[src/rtl/parity_pkg.sv]
// parity_pkg: shared FSM encoding, word-length codes and decode for parity_acc.
package parity_pkg;
    typedef enum logic [1:0] {S_IDLE = 2'd0, S_DATA = 2'd1, S_PAR = 2'd2} state_t;
    localparam logic [1:0] WLS_5 = 2'b00;
    localparam logic [1:0] WLS_6 = 2'b01;
    localparam logic [1:0] WLS_7 = 2'b10;
    localparam logic [1:0] WLS_8 = 2'b11;
    localparam int LEN_5 = 5;
    localparam int LEN_6 = 6;
    localparam int LEN_7 = 7;
    localparam int LEN_8 = 8;
    function automatic int wls_len(input logic [1:0] wls);
        return wls == WLS_5 ? LEN_5 : wls == WLS_6 ? LEN_6 : wls == WLS_7 ? LEN_7 : LEN_8;
    endfunction
endpackage

[src/rtl/parity_acc_if.sv]
// parity_acc_if: frame control, serial bit and status bundle for parity_acc.
interface parity_acc_if #(parameter int DATA_MAX = 8);
    logic                i_start;
    logic [1:0]          i_wls;
    logic                i_pen;
    logic                i_eps;
    logic                i_stick;
    logic                i_bit_valid;
    logic                i_bit;
    logic                i_clr_err;
    logic                o_busy;
    logic                o_par_rdy;
    logic                o_parity;
    logic                o_done;
    logic                o_perr;
    logic                o_perr_sticky;
    logic [DATA_MAX-1:0] o_data;
    modport master (
        output i_start, i_wls, i_pen, i_eps, i_stick, i_bit_valid, i_bit, i_clr_err,
        input  o_busy, o_par_rdy, o_parity, o_done, o_perr, o_perr_sticky, o_data
    );
    modport slave (
        input  i_start, i_wls, i_pen, i_eps, i_stick, i_bit_valid, i_bit, i_clr_err,
        output o_busy, o_par_rdy, o_parity, o_done, o_perr, o_perr_sticky, o_data
    );
endinterface

[src/rtl/parity_bit_sel.sv]
// parity_bit_sel: picks stick, even or odd parity from the running XOR.
module parity_bit_sel (
    input  logic i_acc,
    input  logic i_eps,
    input  logic i_stick,
    output logic o_parity
);
    assign o_parity = i_stick ? ~i_eps : (i_eps ? i_acc : ~i_acc);
endmodule

[src/rtl/parity_acc.sv]
// parity_acc: serial frame assembler with parity generation and received-parity check.
module parity_acc
    import parity_pkg::*;
#(
    parameter int DATA_MAX = 8,
    parameter int STICK_EN = 1
) (
    input  logic          i_sys_clk,
    input  logic          i_sys_rst_n,
    parity_acc_if.slave   bus
);
    localparam int CW = $clog2(DATA_MAX + 1);
    state_t              r_state;
    logic [CW-1:0]       r_cnt;
    logic [CW-1:0]       r_len;
    logic [DATA_MAX-1:0] r_shift;
    logic [DATA_MAX-1:0] r_data;
    logic                r_acc;
    logic                r_pen;
    logic                r_eps;
    logic                r_stick;
    logic                r_par_rdy;
    logic                r_parity;
    logic                r_done;
    logic                r_perr;
    logic                r_sticky;
    logic [CW-1:0]       w_len;
    logic [DATA_MAX-1:0] w_shift;
    logic                w_acc;
    logic                w_last;
    logic                w_parity;
    assign w_len   = (wls_len(bus.i_wls) > DATA_MAX) ? CW'(DATA_MAX) : CW'(wls_len(bus.i_wls));
    assign w_acc   = r_acc ^ bus.i_bit;
    // shift register is cleared at start, so OR-ing the new bit in place is enough
    assign w_shift = r_shift | (DATA_MAX'(bus.i_bit) << r_cnt);
    assign w_last  = r_cnt == r_len - CW'(1);
    parity_bit_sel u_sel (
        .i_acc    (w_acc),
        .i_eps    (r_eps),
        .i_stick  (r_stick),
        .o_parity (w_parity)
    );
    always_ff @(posedge i_sys_clk or negedge i_sys_rst_n) begin
        if (!i_sys_rst_n) begin
            r_state   <= S_IDLE;
            r_cnt     <= '0;
            r_len     <= '0;
            r_shift   <= '0;
            r_data    <= '0;
            r_acc     <= 1'b0;
            r_pen     <= 1'b0;
            r_eps     <= 1'b0;
            r_stick   <= 1'b0;
            r_par_rdy <= 1'b0;
            r_parity  <= 1'b0;
            r_done    <= 1'b0;
            r_perr    <= 1'b0;
            r_sticky  <= 1'b0;
        end else begin
            r_done   <= 1'b0;
            r_perr   <= 1'b0;
            r_sticky <= r_perr | (r_sticky & ~bus.i_clr_err);
            if (bus.i_start) begin
                r_state   <= S_DATA;
                r_cnt     <= '0;
                r_shift   <= '0;
                r_acc     <= 1'b0;
                r_len     <= w_len;
                r_pen     <= bus.i_pen;
                r_eps     <= bus.i_eps;
                r_stick   <= (STICK_EN != 0) & bus.i_stick;
                r_par_rdy <= 1'b0;
                r_parity  <= 1'b0;
            end else if (bus.i_bit_valid && r_state == S_DATA) begin
                r_shift <= w_shift;
                r_acc   <= w_acc;
                r_cnt   <= r_cnt + CW'(1);
                if (w_last && r_pen) begin
                    r_state   <= S_PAR;
                    r_par_rdy <= 1'b1;
                    r_parity  <= w_parity;
                end else if (w_last) begin
                    r_state <= S_IDLE;
                    r_done  <= 1'b1;
                    r_data  <= w_shift;
                end
            end else if (bus.i_bit_valid && r_state == S_PAR) begin
                r_state   <= S_IDLE;
                r_done    <= 1'b1;
                r_perr    <= bus.i_bit ^ r_parity;
                r_data    <= r_shift;
                r_par_rdy <= 1'b0;
                r_parity  <= 1'b0;
            end
        end
    end
    assign bus.o_busy        = r_state != S_IDLE;
    assign bus.o_par_rdy     = r_par_rdy;
    assign bus.o_parity      = r_parity;
    assign bus.o_done        = r_done;
    assign bus.o_perr        = r_perr;
    assign bus.o_perr_sticky = r_sticky;
    assign bus.o_data        = r_data;
endmodule

[src/flat_wrapper.sv]
// flat-port wrapper written by rule: the top's interface ports become plain ports
module parity_acc_flat import parity_pkg::*;
#(
    parameter int DATA_MAX = 8,
    parameter int STICK_EN = 1
)
  (i_sys_clk, i_sys_rst_n, bus_i_start, bus_i_wls, bus_i_pen, bus_i_eps, bus_i_stick, bus_i_bit_valid, bus_i_bit, bus_i_clr_err, bus_o_busy, bus_o_par_rdy, bus_o_parity, bus_o_done, bus_o_perr, bus_o_perr_sticky, bus_o_data);
  parity_acc_if #(.DATA_MAX(DATA_MAX)) bus_i ();
  input  logic i_sys_clk;
  input  logic i_sys_rst_n;
  input wire logic [$bits(bus_i.i_start)-1:0] bus_i_start;
  input wire logic [$bits(bus_i.i_wls)-1:0] bus_i_wls;
  input wire logic [$bits(bus_i.i_pen)-1:0] bus_i_pen;
  input wire logic [$bits(bus_i.i_eps)-1:0] bus_i_eps;
  input wire logic [$bits(bus_i.i_stick)-1:0] bus_i_stick;
  input wire logic [$bits(bus_i.i_bit_valid)-1:0] bus_i_bit_valid;
  input wire logic [$bits(bus_i.i_bit)-1:0] bus_i_bit;
  input wire logic [$bits(bus_i.i_clr_err)-1:0] bus_i_clr_err;
  output wire logic [$bits(bus_i.o_busy)-1:0] bus_o_busy;
  output wire logic [$bits(bus_i.o_par_rdy)-1:0] bus_o_par_rdy;
  output wire logic [$bits(bus_i.o_parity)-1:0] bus_o_parity;
  output wire logic [$bits(bus_i.o_done)-1:0] bus_o_done;
  output wire logic [$bits(bus_i.o_perr)-1:0] bus_o_perr;
  output wire logic [$bits(bus_i.o_perr_sticky)-1:0] bus_o_perr_sticky;
  output wire logic [$bits(bus_i.o_data)-1:0] bus_o_data;
  assign bus_i.i_start = bus_i_start;
  assign bus_i.i_wls = bus_i_wls;
  assign bus_i.i_pen = bus_i_pen;
  assign bus_i.i_eps = bus_i_eps;
  assign bus_i.i_stick = bus_i_stick;
  assign bus_i.i_bit_valid = bus_i_bit_valid;
  assign bus_i.i_bit = bus_i_bit;
  assign bus_i.i_clr_err = bus_i_clr_err;
  assign bus_o_busy = bus_i.o_busy;
  assign bus_o_par_rdy = bus_i.o_par_rdy;
  assign bus_o_parity = bus_i.o_parity;
  assign bus_o_done = bus_i.o_done;
  assign bus_o_perr = bus_i.o_perr;
  assign bus_o_perr_sticky = bus_i.o_perr_sticky;
  assign bus_o_data = bus_i.o_data;
  parity_acc #(.DATA_MAX(DATA_MAX), .STICK_EN(STICK_EN)) u_core (.i_sys_clk(i_sys_clk), .i_sys_rst_n(i_sys_rst_n), .bus(bus_i));
endmodule
[config.mk]
export PLATFORM = sky130hd
export DESIGN_NAME = parity_acc_flat
export DESIGN_NICKNAME = d
export VERILOG_FILES = /design/src/rtl/parity_pkg.sv /design/src/rtl/parity_acc_if.sv /design/src/rtl/parity_bit_sel.sv /design/src/rtl/parity_acc.sv /design/src/flat_wrapper.sv
export SDC_FILE = /design/constraint.sdc
export NUM_CORES = 1
export LEC_CHECK = 0
export ABC_AREA = 1
export CAP_MARGIN = 10
export CORE_MARGIN = 1.5
export CORE_UTILIZATION = 41
export CTS_CLUSTER_SIZE = 40
export DETAILED_ROUTE_END_ITERATION = 8
export SLEW_MARGIN = 25
export SYNTH_ARGS = -nofsm -noshare
export SYNTH_HDL_FRONTEND = slang
export SYNTH_HIERARCHICAL = 1
export SYNTH_SLANG_ARGS = --single-unit
[constraint.sdc]
create_clock -name i_sys_clk -period 2.15 [get_ports i_sys_clk]
set_clock_uncertainty 0.15 [all_clocks]
set_input_delay 0.43 -clock i_sys_clk [delete_from_list [all_inputs] [get_ports i_sys_clk]]
set_output_delay 0.43 -clock i_sys_clk [all_outputs]
set_load 0.05 [all_outputs]
==> flow_summary.json, run 1 <==
{
  "grt_usage_pct": 17.0,
  "min_from": "u_core/r_stick",
  "n_antenna_cell": 0,
  "slowest_stage": "clkdlybuf4s50_1",
  "fin_cells": 293,
  "fin_tns_setup_ps": 0,
  "yosysWarnings": 6,
  "finalHoldViolCount": 0,
  "wl_per_cell_um": 11.3,
  "startpoint_type": "flop",
  "core_area_sq_um": 4000,
  "dieArea_sq_um": 4570,
  "postCtsHoldBufs": 0,
  "fmax_mhz": 488,
  "crit_family": "buffers and inverters",
  "pin_count": 25,
  "worstSetupPathType": "flop to output port",
  "cts.sinks": 35,
  "hold_path_end": "u_core/r_stick",
  "leakagePower_uw": 0.00114,
  "grt_overflow_total": 0,
  "clock_tree.buffer_depth": 2,
  "whs_ps": 319,
  "synth_nets": 227,
  "maxCapViolCount": 0,
  "grt_pass1_wl_mm": 5.79,
  "viasPerCell": 4.66,
  "yosysTopAreaCellShare_pct": 51.1,
  "dieHeight_um": 67.6,
  "setup_viol": 0,
  "critical-path-max-stage-delay_ps": 810,
  "htree_levels": 2,
  "routed_wirelength_mm": 3.31,
  "endpoint_kind": "output port",
  "fill_cells": 406,
  "port_buffers": 24,
  "required_ps": 1570,
  "syn_avg_cell_area_sq_um": 8.16,
  "clock_latency_ps": 270,
  "total_power_uw": 1500,
  "slew-limit-headroom_pct": 67.2,
  "drive_above_1_share_pct": 7.82,
  "cts_resized": 0,
  "layout.nets": 259,
  "maxSlewViolCount": 0,
  "grt_antenna_before_repair": 0,
  "mostFrequentLayoutCell": "nand2_1",
  "period_share_pct": 95.3,
  "timing.rr.start": "u_core/r_len[0]",
  "critPathArrivalTime_ps": 1470,
  "numCtsBuffers": 5,
  "crit_cells": 1,
  "synth_cells": 210,
  "critPathMaxFanout": 4,
  "ys_types": 20,
  "crit_start": "u_core/bus.o_parity",
  "r2r_cells": 12,
  "min_path_cells": 2,
  "cts-root-buf": "clkbuf_8",
  "ys_ff_latch": 35,
  "globalplace.congestion": 0.823,
  "synth_area_leaders": "dfrtp_1 (51%), nand2_1 (12%), inv_1 (7.0%)",
  "r2r_slack_ps": 250,
  "post-dp-hpwl_mm": 2.40,
  "final_cell_mix": "nand2_1 (57), dfrtp_1 (35), inv_1 (32)",
  "post_cts_buffers": 0,
  "grt_pass1_vias": 1314,
  "die_w_um": 67.6,
  "syn_to_final_growth_pct": 24.7,
  "outcome": "complete, no violations",
  "ys_seq_area_share_pct": 51.1,
  "vias": 1366,
  "clk_pin_slew_ps": 60,
  "min_path_type": "flop to flop",
  "cp.buffers_inverters": 1,
  "multi_input_area_sq_um": 694,
  "initial_utilization_pct": 42.8,
  "yosysTopAreaCell": "dfrtp_1",
  "ff_latch_area_sq_um": 876,
  "max-vdd-ir-drop_uv": 318,
  "grt_start_max_net_pins": 36,
  "cellPowerDensity_nw_per_um2": 703,
  "row_count": 23,
  "cts_tree": "done",
  "rsz0062_at_grt": "false",
  "path_cells": "clkdlybuf4s50_1",
  "post-place-cells": 285,
  "drt_iter0_markers": 72,
  "r2r-end": "u_core/bus.o_data[5]",
  "drcViolationCount": 0,
  "dr.pass1.iters": 4,
  "syn-cell-area_sq_um": 1710,
  "ant_nets": 0,
  "tightest_slew_ps": 491,
  "period_minus_slack_ps": 2050
}
## tightest hold or removal path, cell delays in order, from the launching register on
cell	delay, ps
dfrtp_1	340
nand2_1	50
nand2_1	50
## synthesized netlist by cell type
master	count
a211oi_1	1
a21o_1	6
a21oi_1	4
clkbuf_1	4
dfrtp_1	35
ha_1	6
inv_1	32
inv_2	2
nand2_1	57
nand2_4	2
nand3_1	20
nand3_2	1
nand4_1	2
nor2_1	19
nor2_4	1
nor4_1	1
o21a_1	1
o21ai_0	12
o21bai_1	3
xnor2_1	1
## registers in the layout, indices dropped and copies added (netlist names), 2 cells and up
| register | cells |
|---|---|
| u_core/r_cnt | 4 |
| u_core/bus.o_data | 8 |
| u_core/r_shift | 8 |
| u_core/r_state | 2 |
| u_core/r_len | 4 |
## metrics by stage
stage / instance area, sq um / setup slack, ps / util, %
after CTS: 2140 / 82.8 / 53.4
after floorplan: 1710 / 457 / -
after global placement: 2040 / 143 / 50.9
after global routing: 2140 / 6.99 / 53.4
after detailed placement: 2040 / 103 / 50.9
final: 2140 / 101 / 53.4
## layer usage
layer  vias up  global-route usage, %  wire [um]
li1        719                      -          -
met1       630                   22.7       1690
met2        17                   27.1       1530
met3         0                   4.50         91
met4         0                   4.59          0
met5         -                      0          0
## report_power, final
part | switching, uW | internal [uW]
Clock | 214 | 292
Combinational | 179 | 98.3
Sequential | 23.2 | 695
Total | 416 | 1090
## layout make-up
cell class,instances,area share (%)
well taps,50,2.93
inverters,34,5.98
flip-flops and latches,35,41.0
clock buffers,8,4.69
multi-input cells,137,32.5
repair buffers,29,12.9
## how the worst max path moves through the flow
stage	endpoint
final	bus_o_parity
after CTS	bus_o_parity
after global placement	u_core/bus.o_data[6]
after floorplan	u_core/bus.o_data[0]
after global routing	u_core/bus.o_data[5]
after detailed placement	u_core/bus.o_data[0]
## cell families after synthesis
kind of cell | count (synthesis) | synth area share, %
AND/OR/NAND/NOR | 103 | 26.2
buffers and inverters | 38 | 8.33
flip-flops | 35 | 51.1
AO/OA/AOI/OAI | 27 | 9.50
adder cells (fa/ha/maj) | 6 | 4.38
XOR/XNOR | 1 | 0.511
Power figures use the tool's default switching activity.
==> run 2, diff against run 1 <==
--- a/config.mk
+++ b/config.mk
@@ -9,6 +9,7 @@
 export CAP_MARGIN = 10
 export CORE_MARGIN = 1.5
 export CORE_UTILIZATION = 41
+export CTS_BUF_LIST = sky130_fd_sc_hd__clkbuf_8
 export CTS_CLUSTER_SIZE = 40
 export DETAILED_ROUTE_END_ITERATION = 8
 export SLEW_MARGIN = 25
==> run 2 against run 1 <==
  * Count of clock-buffer cells in the layout is 1 lower
  * Largest cell class unchanged
  * Global-route usage stayed put
  * Sequential power is essentially flat
  * Via count is the same
  * Core utilization unchanged
  * Critical path type unchanged
  * Sequential cell count is the same
  * Clock power decreased by 0.8%
==> flow_summary.json, run 2 (synthesized netlist as in run 1, its figures left out) <==
{
  "critPathArrivalTime_ps": 1470,
  "drt_iter0_markers": 72,
  "period_share_pct": 95.3,
  "drcViolationCount": 0,
  "met3_usage_pct": 4.50,
  "fin_area_sq_um": 2140,
  "mostFrequentLayoutCell": "nand2_1",
  "globalplace.congestion": 0.823,
  "cellPowerDensity_nw_per_um2": 701,
  "cp.buffers_inverters": 1,
  "fin_util_pct": 53.4,
  "period_minus_slack_ps": 2050,
  "grt_pass1_wl_mm": 5.79,
  "grt_start_max_net_pins": 36,
  "p_clk_share_pct": 33.5,
  "setup_viol": 0,
  "die_w_um": 67.6,
  "pin_count": 25,
  "critical-path-max-stage-delay_ps": 810,
  "finalHoldViolCount": 0,
  "fin_tns_setup_ps": 0,
  "post-dp-hpwl_mm": 2.40,
  "vias": 1366,
  "clock_latency_ps": 270,
  "tightest_slew_ps": 491,
  "viasPerCell": 4.66,
  "htree_levels": 2,
  "postCtsHoldBufs": 0,
  "routed_wirelength_mm": 3.31,
  "rsz0062_at_grt": "false",
  "maxCapViolCount": 0,
  "syn_to_final_growth_pct": 24.7,
  "placedInstanceArea_sq_um": 2040,
  "required_ps": 1570,
  "cts_tree": "done",
  "cts_resized": 0,
  "grt_overflow_total": 0,
  "startpoint_type": "flop",
  "grt_pass1_vias": 1314,
  "ant_nets": 0,
  "clk_pin_slew_ps": 60,
  "slowest_stage": "clkdlybuf4s50_1",
  "cts-root-buf": "clkbuf_8",
  "total_power_uw": 1500,
  "initial_utilization_pct": 42.8,
  "max-vdd-ir-drop_uv": 318,
  "grt_antenna_before_repair": 0,
  "met2_usage_pct": 27.1,
  "busiest_layer": "met2",
  "drive_above_1_share_pct": 7.82,
  "numCtsBuffers": 5,
  "post_cts_buffers": 0,
  "core_area_sq_um": 4000,
  "leakagePower_uw": 0.00115,
  "path_cells": "clkdlybuf4s50_1",
  "min_path_type": "flop to flop",
  "dr.pass1.iters": 4,
  "cts.sinks": 35,
  "switchingPower_uw": 417,
  "wl_per_cell_um": 11.3,
  "comb_power_share_pct": 18.5,
  "p_int_uw": 1080,
  "final_cell_mix": "nand2_1 (57), dfrtp_1 (35), inv_1 (33)",
  "dieArea_sq_um": 4570,
  "endpoint_kind": "output port",
  "fmax_mhz": 488,
  "row_count": 23,
  "seqPwrFrac_pct": 48.0,
  "met1_usage_pct": 22.7,
  "maxSlewViolCount": 0,
  "critPathMaxFanout": 4,
  "layout.nets": 259,
  "slew-limit-headroom_pct": 67.2,
  "crit_family": "buffers and inverters",
  "swShare_pct": 27.8,
  "grt_usage_pct": 17.0,
  "clock_tree.buffer_depth": 2,
  "n_antenna_cell": 0,
  "outcome": "complete, no violations",
  "dieHeight_um": 67.6,
  "worstSetupPathType": "flop to output port",
  "port_buffers": 24
}
[run 2: final timing paths]
| path | start | end | slack, ps | depth (start not counted) |
|---|---|---|---|---|
| worst max register to register | u_core/r_len[0] | u_core/bus.o_data[5] | 250 | 12 |
| worst min-delay path | u_core/r_stick | u_core/r_stick | 320 | 2 |
| min in group asynchronous | i_sys_rst_n | u_core/bus.o_par_rdy | 400 | 2 |
| worst max-delay path | u_core/bus.o_parity | bus_o_parity | 100 | 1 |
| worst min register to register | u_core/r_stick | u_core/r_stick | 320 | 2 |
| max in group asynchronous | i_sys_rst_n | u_core/r_acc | 1130 | 2 |
[run 2: power by group through the flow]
| stage | clock (uW) | sequential, uW | combinational, uW |
|---|---|---|---|
| after detailed placement | 0 | 731 | 280 |
| after CTS | 520 | 719 | 281 |
| after global routing | 556 | 724 | 314 |
| final | 502 | 719 | 278 |
| after floorplan | 0 | 774 | 132 |
| after global placement | 0 | 730 | 278 |
[run 2: final cells by class]
class	instances	area (sq um)
multi-input combinational	137	694
timing repair buffer	29	275
sequential	35	876
inverter	34	128
clock inverter	1	3.75
fill	406	1860
tap	50	62.6
clock buffer	7	96.3
[run 2: metrics by stage]
step	std cells	hold slack (ps)	setup slack (ps)
floorplan	210	-15.6	457
global placement	285	307	143
detailed placement	285	310	103
CTS	293	327	82.2
global route	293	360	6.55
finish	293	319	100
[run 2: per-layer routing]
metal | part of all wire, % | vias up
li1 | - | 719
met1 | 51 | 630
met2 | 46 | 17
met3 | 2.8 | 0
met4 | 0 | 0
met5 | 0 | -
==> run 3, diff against run 2 <==
--- a/config.mk
+++ b/config.mk
@@ -6,12 +6,13 @@
 export NUM_CORES = 1
 export LEC_CHECK = 0
 export ABC_AREA = 1
-export CAP_MARGIN = 10
+export CAP_MARGIN = 20
 export CORE_MARGIN = 1.5
 export CORE_UTILIZATION = 41
 export CTS_BUF_LIST = sky130_fd_sc_hd__clkbuf_8
 export CTS_CLUSTER_SIZE = 40
 export DETAILED_ROUTE_END_ITERATION = 8
+export DONT_BUFFER_PORTS = 1
 export SLEW_MARGIN = 25
 export SYNTH_ARGS = -nofsm -noshare
 export SYNTH_HDL_FRONTEND = slang
==> run 3 against run 2 <==
  * Clock power decreased by 8.8%
  * Via count decreased by 5.5%
  * Non-clock buffer count decreased by 26
  * Largest cell class unchanged
  * Final cell count down 8.9%
  * Combinational power fell by 38%
==> flow_summary.json, run 3 (synthesized netlist as in run 1, its figures left out) <==
{
  "outcome": "complete, no violations",
  "grt_overflow_total": 0,
  "ff_latch_area_sq_um": 876,
  "clk_pin_slew_ps": 70,
  "timing.rr.start": "u_core/r_len[0]",
  "viasPerCell": 4.84,
  "grt_start_max_net_pins": 36,
  "dr.pass1.iters": 4,
  "grt_antenna_before_repair": 0,
  "maxCapViolCount": 0,
  "drive_above_1_share_pct": 7.37,
  "drcViolationCount": 0,
  "drt_iter0_markers": 77,
  "tightest_slew_ps": 522,
  "routed_wirelength_mm": 3.38,
  "required_ps": 2180,
  "min_path_type": "input pin to flop",
  "cts-root-buf": "clkbuf_8",
  "dieHeight_um": 67.6,
  "hold_path_end": "u_core/bus.o_par_rdy",
  "grt_usage_pct": 17.3,
  "cts_tree": "done",
  "slew-limit-headroom_pct": 65.2,
  "critPathMaxFanout": 10,
  "startpoint_type": "flop",
  "r2r_slack_ps": 300,
  "wl_per_cell_um": 12.7,
  "critPathArrivalTime_ps": 1880,
  "setup_ws_ps": 299,
  "worstSetupPathType": "flop to flop",
  "grt_pass1_wl_mm": 5.72,
  "ant_nets": 0,
  "port_buffers": 0,
  "die_w_um": 67.6,
  "crit_family": "simple AND/OR/NAND/NOR gates",
  "leakagePower_uw": 0.00105,
  "globalplace.congestion": 0.784,
  "rsz0062_at_grt": "false",
  "syn_to_final_growth_pct": 9.86,
  "crit_top_cell": "nand2_1",
  "maxSlewViolCount": 0,
  "slowest_stage": "dfrtp_1",
  "fill_cells": 389,
  "clock_latency_ps": 290,
  "initial_utilization_pct": 42.8,
  "fmax_mhz": 540,
  "grt_pass1_vias": 1215,
  "finalHoldViolCount": 0,
  "clock_tree.buffer_depth": 2,
  "critical-path-max-stage-delay_ps": 380,
  "setup_viol": 0,
  "numCtsBuffers": 5,
  "core_area_sq_um": 4000,
  "max-vdd-ir-drop_uv": 394,
  "r2r_cells": 12,
  "fin_area_sq_um": 1880,
  "final_cell_mix": "nand2_1 (57), dfrtp_1 (35), inv_1 (32)",
  "cellPowerDensity_nw_per_um2": 742,
  "total_power_uw": 1400,
  "mostFrequentLayoutCell": "nand2_1",
  "cp.buffers_inverters": 2,
  "cts.sinks": 35,
  "min_from": "bus_i_start",
  "htree_levels": 2,
  "cts_resized": 0,
  "period_minus_slack_ps": 1850,
  "vias": 1291,
  "n_antenna_cell": 0,
  "path_cells": "inv_1, ha_1, inv_1, nand2_1, nand2_1, nand3_1, nor2_1, nand3_1, nand2_4, nand2_4, nand2_1, nand2_1",
  "row_count": 23,
  "pin_count": 25,
  "min_path_cells": 1,
  "layout.nets": 233,
  "endpoint_kind": "flop",
  "fin_tns_setup_ps": 0,
  "post-dp-hpwl_mm": 2.41,
  "pre_cts_ws_ps": 308,
  "dieArea_sq_um": 4570,
  "multi_input_area_sq_um": 694,
  "placedInstanceArea_sq_um": 1770,
  "period_share_pct": 86.1,
  "r2r-end": "u_core/bus.o_data[2]"
}
[run 3: cell count changes in the layout (fill, tap and decap cells not counted)]
| cell | delta |
|---|---|
| buf_12 | +1 |
| buf_4 | -5 |
| clkbuf_8 | -2 |
| clkdlybuf4s50_1 | -23 |
| clkinv_2 | +3 |
| dlygate4sd3_1 | +1 |
| inv_1 | -1 |
[run 3: stage by stage]
| step | hold slack [ps] | cells | utilization (%) |
|---|---|---|---|
| floorplan | -15.6 | 210 | - |
| CTS | 33.2 | 267 | 47.0 |
| global placement | -15.1 | 257 | 44.2 |
| global route | 22.0 | 267 | 47.0 |
| finish | 44.1 | 267 | 47.0 |
| detailed placement | -14.9 | 257 | 44.2 |
[run 3: cell type report]
cell class | count | area share [%]
flip-flops and latches | 35 | 46.5
multi-input cells | 137 | 36.9
inverters | 34 | 6.78
clock buffers | 5 | 3.66
well taps | 50 | 3.32
repair buffers | 3 | 1.99
clock inverters | 3 | 0.798
[run 3: routing by layer]
metal / up-vias / track usage [%] / routed length [um]
met5: - / 0 / 0
met2: 18 / 24.5 / 1470
met3: 7 / 4.67 / 128
li1: 670 / - / -
met4: 0 / 8.42 / 85
met1: 596 / 24.1 / 1700
[run 3: worst max-delay path by stage]
stage                     cells past startpoint  slack (ps)                   end       startpoint
after detailed placement                     12         310  u_core/bus.o_data[6]  u_core/r_len[0]
after global placement                       12         360  u_core/bus.o_data[1]  u_core/r_len[0]
after CTS                                    12         290  u_core/bus.o_data[2]  u_core/r_len[0]
after global routing                         12         110  u_core/bus.o_data[0]  u_core/r_len[0]
final                                        12         300  u_core/bus.o_data[2]  u_core/r_len[0]
after floorplan                              12         460  u_core/bus.o_data[0]  u_core/r_len[0]
[run 3: what timing repair did]
| action | CTS | global route |
|---|---|---|
| hold buffers | 2 | 0 |
| buffers inserted | 0 | 0 |
| hold endpoints to repair | 35 | 0 |
[run 3: where the power goes]
group / switching, uW / internal (uW) / leakage, uW
combinational: 113 / 59.1 / 0.000533
clock: 236 / 221 / 0.0000477
sequential: 72.9 / 694 / 0.000467
total: 422 / 975 / 0.00105
[run 3: worst register-to-register path: cells and delay by family (launching register included)]
family	cells	cell delay (ps)
adders and majority gates	1	250
and+or+nand+nor	9	820
DFF	1	380
buffers and inverters	2	170
